**src/rtl/modred_final_corr.sv**
```systemverilog
// modred_final_corr: final conditional subtract after the last word-reduction
// stage. Takes x in [0, 2q) and returns x mod q through a 2-stage valid/ready
// pipeline. A tag rides along with each item.
// Optional build macro MODRED_FINAL_CORR_RANGE_CHK_EN adds a sticky range_err
// output that flags any accepted x >= 2q.

`ifndef DATA_SIZE_ARB
`define DATA_SIZE_ARB 32
`endif

module modred_final_corr #(
  parameter int DATA_W = `DATA_SIZE_ARB,
  parameter int TAG_W  = 8
) (
  input  logic              clk,
  input  logic              reset,
  input  logic [DATA_W-1:0] q,
  input  logic              in_valid,
  output logic              in_ready,
  input  logic [DATA_W:0]   in_data,
  input  logic [TAG_W-1:0]  in_tag,
  output logic              out_valid,
  input  logic              out_ready,
  output logic [DATA_W-1:0] out_data,
  output logic [TAG_W-1:0]  out_tag
`ifdef MODRED_FINAL_CORR_RANGE_CHK_EN
  ,
  output logic              range_err
`endif
);

  logic              s1_valid, s2_valid;
  logic              s1_adv, s2_adv;
  logic              s1_borrow;
  logic [DATA_W-1:0] s1_x, s1_d;
  logic [TAG_W-1:0]  s1_tag;

  // Borrow of x - q decides the result. The low DATA_W bits of the
  // difference are the same as those of the full-width subtraction, so only
  // those are kept. An out-of-range x therefore yields x - q truncated.
  logic              in_borrow;
  logic [DATA_W-1:0] in_diff;

  assign in_borrow = in_data < {1'b0, q};
  assign in_diff   = in_data[DATA_W-1:0] - q;

  // S2 refills whenever it is empty or draining, so bubbles collapse even
  // while the consumer stalls. in_ready looks through to out_ready.
  assign s2_adv    = s1_valid & (~s2_valid | out_ready);
  assign in_ready  = ~s1_valid | s2_adv;
  assign s1_adv    = in_valid & in_ready;
  assign out_valid = s2_valid;

  // S1: capture x, tag and the subtract result.
  always_ff @(posedge clk) begin
    if (!reset) begin
      s1_valid  <= 1'b0;
      s1_x      <= '0;
      s1_d      <= '0;
      s1_borrow <= 1'b0;
      s1_tag    <= '0;
    end else if (s1_adv) begin
      s1_valid  <= 1'b1;
      s1_x      <= in_data[DATA_W-1:0];
      s1_d      <= in_diff;
      s1_borrow <= in_borrow;
      s1_tag    <= in_tag;
    end else if (s2_adv) begin
      s1_valid  <= 1'b0;
    end
  end

  // S2: select the corrected value. Hold it while the consumer stalls.
  always_ff @(posedge clk) begin
    if (!reset) begin
      s2_valid <= 1'b0;
      out_data <= '0;
      out_tag  <= '0;
    end else if (s2_adv) begin
      s2_valid <= 1'b1;
      out_data <= s1_borrow ? s1_x : s1_d;
      out_tag  <= s1_tag;
    end else if (out_ready) begin
      s2_valid <= 1'b0;
    end
  end

`ifdef MODRED_FINAL_CORR_RANGE_CHK_EN
  logic s1_rng;

  // S1 side of the range check: x >= 2q. This is the no-borrow case of x - 2q.
  always_ff @(posedge clk) begin
    if (!reset)      s1_rng <= 1'b0;
    else if (s1_adv) s1_rng <= in_data >= {q, 1'b0};
  end

  // Sticky flag. It is set as the offending item moves into S2.
  always_ff @(posedge clk) begin
    if (!reset)                range_err <= 1'b0;
    else if (s2_adv && s1_rng) range_err <= 1'b1;
  end
`endif

endmodule
```
**config.mk**
```make
export PLATFORM = sky130hd
export DESIGN_NAME = modred_final_corr
export DESIGN_NICKNAME = d
export VERILOG_FILES = /design/src/rtl/modred_final_corr.sv
export SDC_FILE = /design/constraint.sdc
export NUM_CORES = 1
export LEC_CHECK = 0
export ABC_AREA = 1
export BUFFER_PORTS_ARGS = -buffer_cell sky130_fd_sc_hd__buf_2
export CORE_MARGIN = 1
export CORE_UTILIZATION = 41
export DETAILED_ROUTE_END_ITERATION = 8
export SETUP_SLACK_MARGIN = 0.3
export SYNTH_ARGS = -nofsm -noshare
export SYNTH_HDL_FRONTEND = slang
export SYNTH_SLANG_ARGS = --single-unit
```
**constraint.sdc**
```tcl
create_clock -name clk -period 2.5 [get_ports clk]
set_clock_uncertainty 0.15 [all_clocks]
set_input_delay 0.5 -clock clk [delete_from_list [all_inputs] [get_ports clk]]
set_output_delay 0.5 -clock clk [all_outputs]
set_load 0.01 [all_outputs]
```
# After elaboration in Yosys (flattened, before gate mapping)
# Cells that the tools add are included.
# classes
add_sub_neg	1
magnitude_cmp	1
mux	5
bitwise_logic	6
reduce_logical	2
# ops
op	n
less-than comparator 33 x 32 -> 1 bit	1
two-way mux 32 bit	1
subtractor 32 bit	1
two-way mux 1 bit	4
nonzero test 2 bit	2
AND 1 bit	2
inverter 1 bit	2
OR 1 bit	2
# word_totals
regBits	115
inputBits	77
output_inout_bits	42
elab_cells	23

# Depth between registers and ports, before layout
# depth
ltp_word	6
mapped_depth	16
mapped_depth_nobuf	16

# Worst setup path after synthesis
# No wires, ideal clock.
# synth_path
path_kind	input to register
from	in in_data[0]
to	reg s1_d[14]
setup_ps	115
arrival_ps	1899
required_ps	2235
slack_ps	335
cell_stages	13
path_buffers	0
path_cell_list	inv_1 ha_1 inv_1 fa_1 nand3_1 nand3_2 nand2_1 nand2_1 nand2_1 nand2_2 xor2_1 o21ai_0 inv_1
# synth_between
elab_chain_len	1
# synth_lines
item	line	text
from (decl)	20	input logic [DATA_W:0] in_data,
subtractor 32 bit	45	assign in_diff = in_data[DATA_W-1:0] - q;
to (signal assigned)	65	s1_d <= in_diff;
to (decl)	35	logic [DATA_W-1:0] s1_x, s1_d;
# Every way passes these cells.
# A chain may end at the register's enable or synchronous reset.

# Final worst setup path
# layout_path
from	in in_data[24]
to	reg s1_d[25]
# Same word-level chain as after synthesis.

==> impl_metrics.py <==
metrics = {
    "placed_design": {
        "dp_hpwl_um": 14100,
        "placedCellCount": 1419,
        "io_buffers": 118,
        "gp_congestion": 0.893,
    },
    "floorplan": {
        "fp.dieH_um": 131,
        "rows": 46,
        "io_pins": 119,
        "start_util": 0.426,
        "die_w_um": 131,
        "core-area_um2": 16100,
        "die_area_um2": 17200,
    },
    "synth": {
        "syn-num-nets": 1221,
        "yosysWarnings": 0,
        "syn_inst": 1111,
        "postSynthAreaPerCell_um2": 6.16,
        "ys_ff_latch": 115,
        "netlist_area_um2": 6840,
        "ys_types": 29,
        "seq_area_frac_synth": 0.337,
    },
    "clock_tree": {
        "cts.reportedPaths.clkPinSlew_ps": 50,
        "worstSkewPairLatency_ps": 410,
        "numClockSinks": 115,
        "clk_path_buf_depth": 2,
        "numCtsBuffers": 17,
        "h-tree-depth": 4,
        "root_buffer": "clkbuf_16",
        "cts.hold.buffers_added": 0,
        "cts_tree": "yes",
    },
    "finish": {
        "antenna_cells": 0,
        "layout-drive-gt1-share": 0.150,
        "multiInputGateArea_um2": 3570,
        "n_fill_cell": 1714,
        "syn_to_final_growth_pct": 20.2,
        "fin_nets": 1332,
        "fin_cells": 1450,
        "layout.core_utilization": 0.512,
        "ff_latch_area_um2": 2300,
    },
    "routing": {
        "vias": 6664,
        "drc": 0,
        "final_antenna_net_count": 0,
        "drt_wl_total_um": 18600,
        "post_drt_wl_per_cell_um": 12.8,
        "drt-vias-per-instance": 4.60,
        "dr.pass1.iters": 7,
        "first_iter_violations": 407,
    },
    "power_and_ir_drop": {
        "power.density_nw_per_um2": 651,
        "peakVddDrop_uv": 479,
        "leakagePower_nw": 4.62,
        "finalPower_mw": 5.35,
    },
    "timing": {
        "relSlewSlack": 0.637,
        "maxSlewViolCount": 0,
        "timing.setup.tns_ps": 0,
        "min_period_ps": 1960,
        "fmax_ghz": 0.510,
        "final-setup-viol-count": 0,
        "hold_viol": 0,
        "tightest_slew_ps": 544,
        "rsz0062_at_grt": "false",
        "finalCritPeriodShare": 0.784,
    },
    "global_route": {
        "antenna_found_initial": 0,
        "grt_max_degree": 62,
        "grt-ovfl-total": 0,
        "track_usage": 0.221,
        "grt_pass1_wl_um": 30200,
        "grt_pass1_vias": 5965,
    },
    "worst_setup_path": {
        "cpPeakStageDelay_ps": 400,
        "setup.worst_path.class": "in -> reg",
        "worstPathArrival_ps": 2120,
        "slowest_stage": "ha_1",
        "cp.required_ps": 2660,
        "cp_max_fo": 5,
        "worstPathCellList": "buf_2 -> ha_1 -> nand2_1 -> inv_1 -> nand2_1 -> nor3_2 -> nand3_1 -> nand3_1 -> nand3_1 -> nand2_1 -> inv_1",
        "cp-start-kind": "input pin",
        "setup.worst_path.end_class": "flip-flop",
    },
    "run": {
        "max_cap_viol_count": 0,
    },
    "hold_path": {
        "hold_class": "in -> reg",
    },
    "status": {
        "status": "finished clean",
    },
}
==> state kept, by name (all words and copies together) (netlist names) <==
signal and cells:
s1_borrow 1, out_data 32, s1_valid 1, s1_x 32, out_tag 8, out_valid 1
s1_d 32, s1_tag 8
==> per-stage QoR <==
step                cell area (um^2)  hold WS (ps)  setup slack (ps)
finish                          8220           197               541
global route                    8220           218               311
CTS                             8210           189               485
detailed placement              7680           305              66.8
global placement                7680           290              81.6
floorplan                       6840           280               335
==> routing by layer <==
| metal | track usage | routed length [um] |
|---|---|---|
| met4 | 0.0523 | 160 |
| met2 | 0.320 | 7510 |
| met1 | 0.332 | 10200 |
| met5 | 0 | 0 |
| met3 | 0.0409 | 712 |
==> cell usage in the layout (no fill, tap or decap), types with 4 or more instances in the layout <==
cell type / instances
inv_1: 213
buf_2: 118
clkinv_2: 5
nand3_1: 38
nor3_1: 5
clkbuf_16: 17
dfxtp_1: 114
o21ai_1: 7
nor2_1: 166
xor2_1: 13
ha_1: 31
clkbuf_8: 5
clkbuf_1: 4
nand2_2: 10
nand2_1: 235
nor2_2: 4
a21oi_1: 117
buf_4: 13
o21ai_0: 92
==> what timing repair did <==
action,CTS,global route
gates resized for setup,0,5
endpoints found under the setup margin,0,4
setup buffers,0,0
==> final cells by class <==
class,instances,share of cell area
inverter,217,0.0991
tap,216,0.0329
clock inverter,5,0.00304
timing repair buffer,133,0.0886
sequential,115,0.280
clock buffer,26,0.0619
multi-input combinational,738,0.434
==> critical path, delay by kind of cell <==
kind | cells | cell delay (ps)
buf+inv | 3 | 240
simple gates | 7 | 960
fa+ha+maj | 1 | 400
==> path summary, 6_finish.rpt <==
kind	startpoint	endpoint	slack, ps	cells after the start
setup reg to reg	out_valid	s1_d[8]	900	6
setup / recovery	in_data[24]	s1_d[25]	540	11
hold / removal	in_data[0]	s1_x[0]	200	3
hold reg to reg	s1_d[2]	s1_d[2]	320	2
==> cells by family after synthesis <==
kind of cell | Yosys count | share of synthesized area
AO/OA/AOI/OAI | 221 | 0.164
adder cells (fa/ha/maj) | 33 | 0.0615
AND/OR/NAND/NOR | 470 | 0.278
XOR/XNOR | 14 | 0.0179
flip-flops | 115 | 0.337
buffers and inverters | 258 | 0.142
==> cell usage after synthesis <==
cell | count | area share
ha_1 | 32 | 0.059
dfxtp_1 | 115 | 0.34
nor2_2 | 4 | 0.0037
nand4_1 | 1 | 0.00092
xnor2_1 | 1 | 0.0013
nand3b_1 | 2 | 0.0022
buf_1 | 2 | 0.0011
xor2_1 | 13 | 0.017
o21bai_1 | 1 | 0.0011
buf_2 | 5 | 0.0037
nor3_1 | 5 | 0.0037
inv_1 | 214 | 0.12
nand3_2 | 3 | 0.0044
a21oi_1 | 117 | 0.086
and3_1 | 1 | 0.00092
clkinv_1 | 1 | 0.00055
fa_1 | 1 | 0.0029
o21ai_1 | 6 | 0.0044
o211ai_1 | 2 | 0.0022
nand3_1 | 38 | 0.028
inv_2 | 2 | 0.0011
nand2_2 | 9 | 0.0082
nand2_1 | 236 | 0.13
and2_1 | 3 | 0.0027
nor3_2 | 2 | 0.0029
o21ai_0 | 93 | 0.068
a21o_1 | 2 | 0.0022
clkbuf_1 | 34 | 0.019
nor2_1 | 166 | 0.091
==> power breakdown <==
| group | total [mW] | leakage [nW] | switching (mW) | internal [mW] |
|---|---|---|---|---|
| combinational | 1.14 | 3.40 | 0.736 | 0.409 |
| sequential | 2.04 | 0.953 | 0.0575 | 1.98 |
| clock | 2.17 | 0.270 | 0.784 | 1.38 |
| total | 5.35 | 4.62 | 1.58 | 3.77 |
Power figures use the tool's default switching activity.
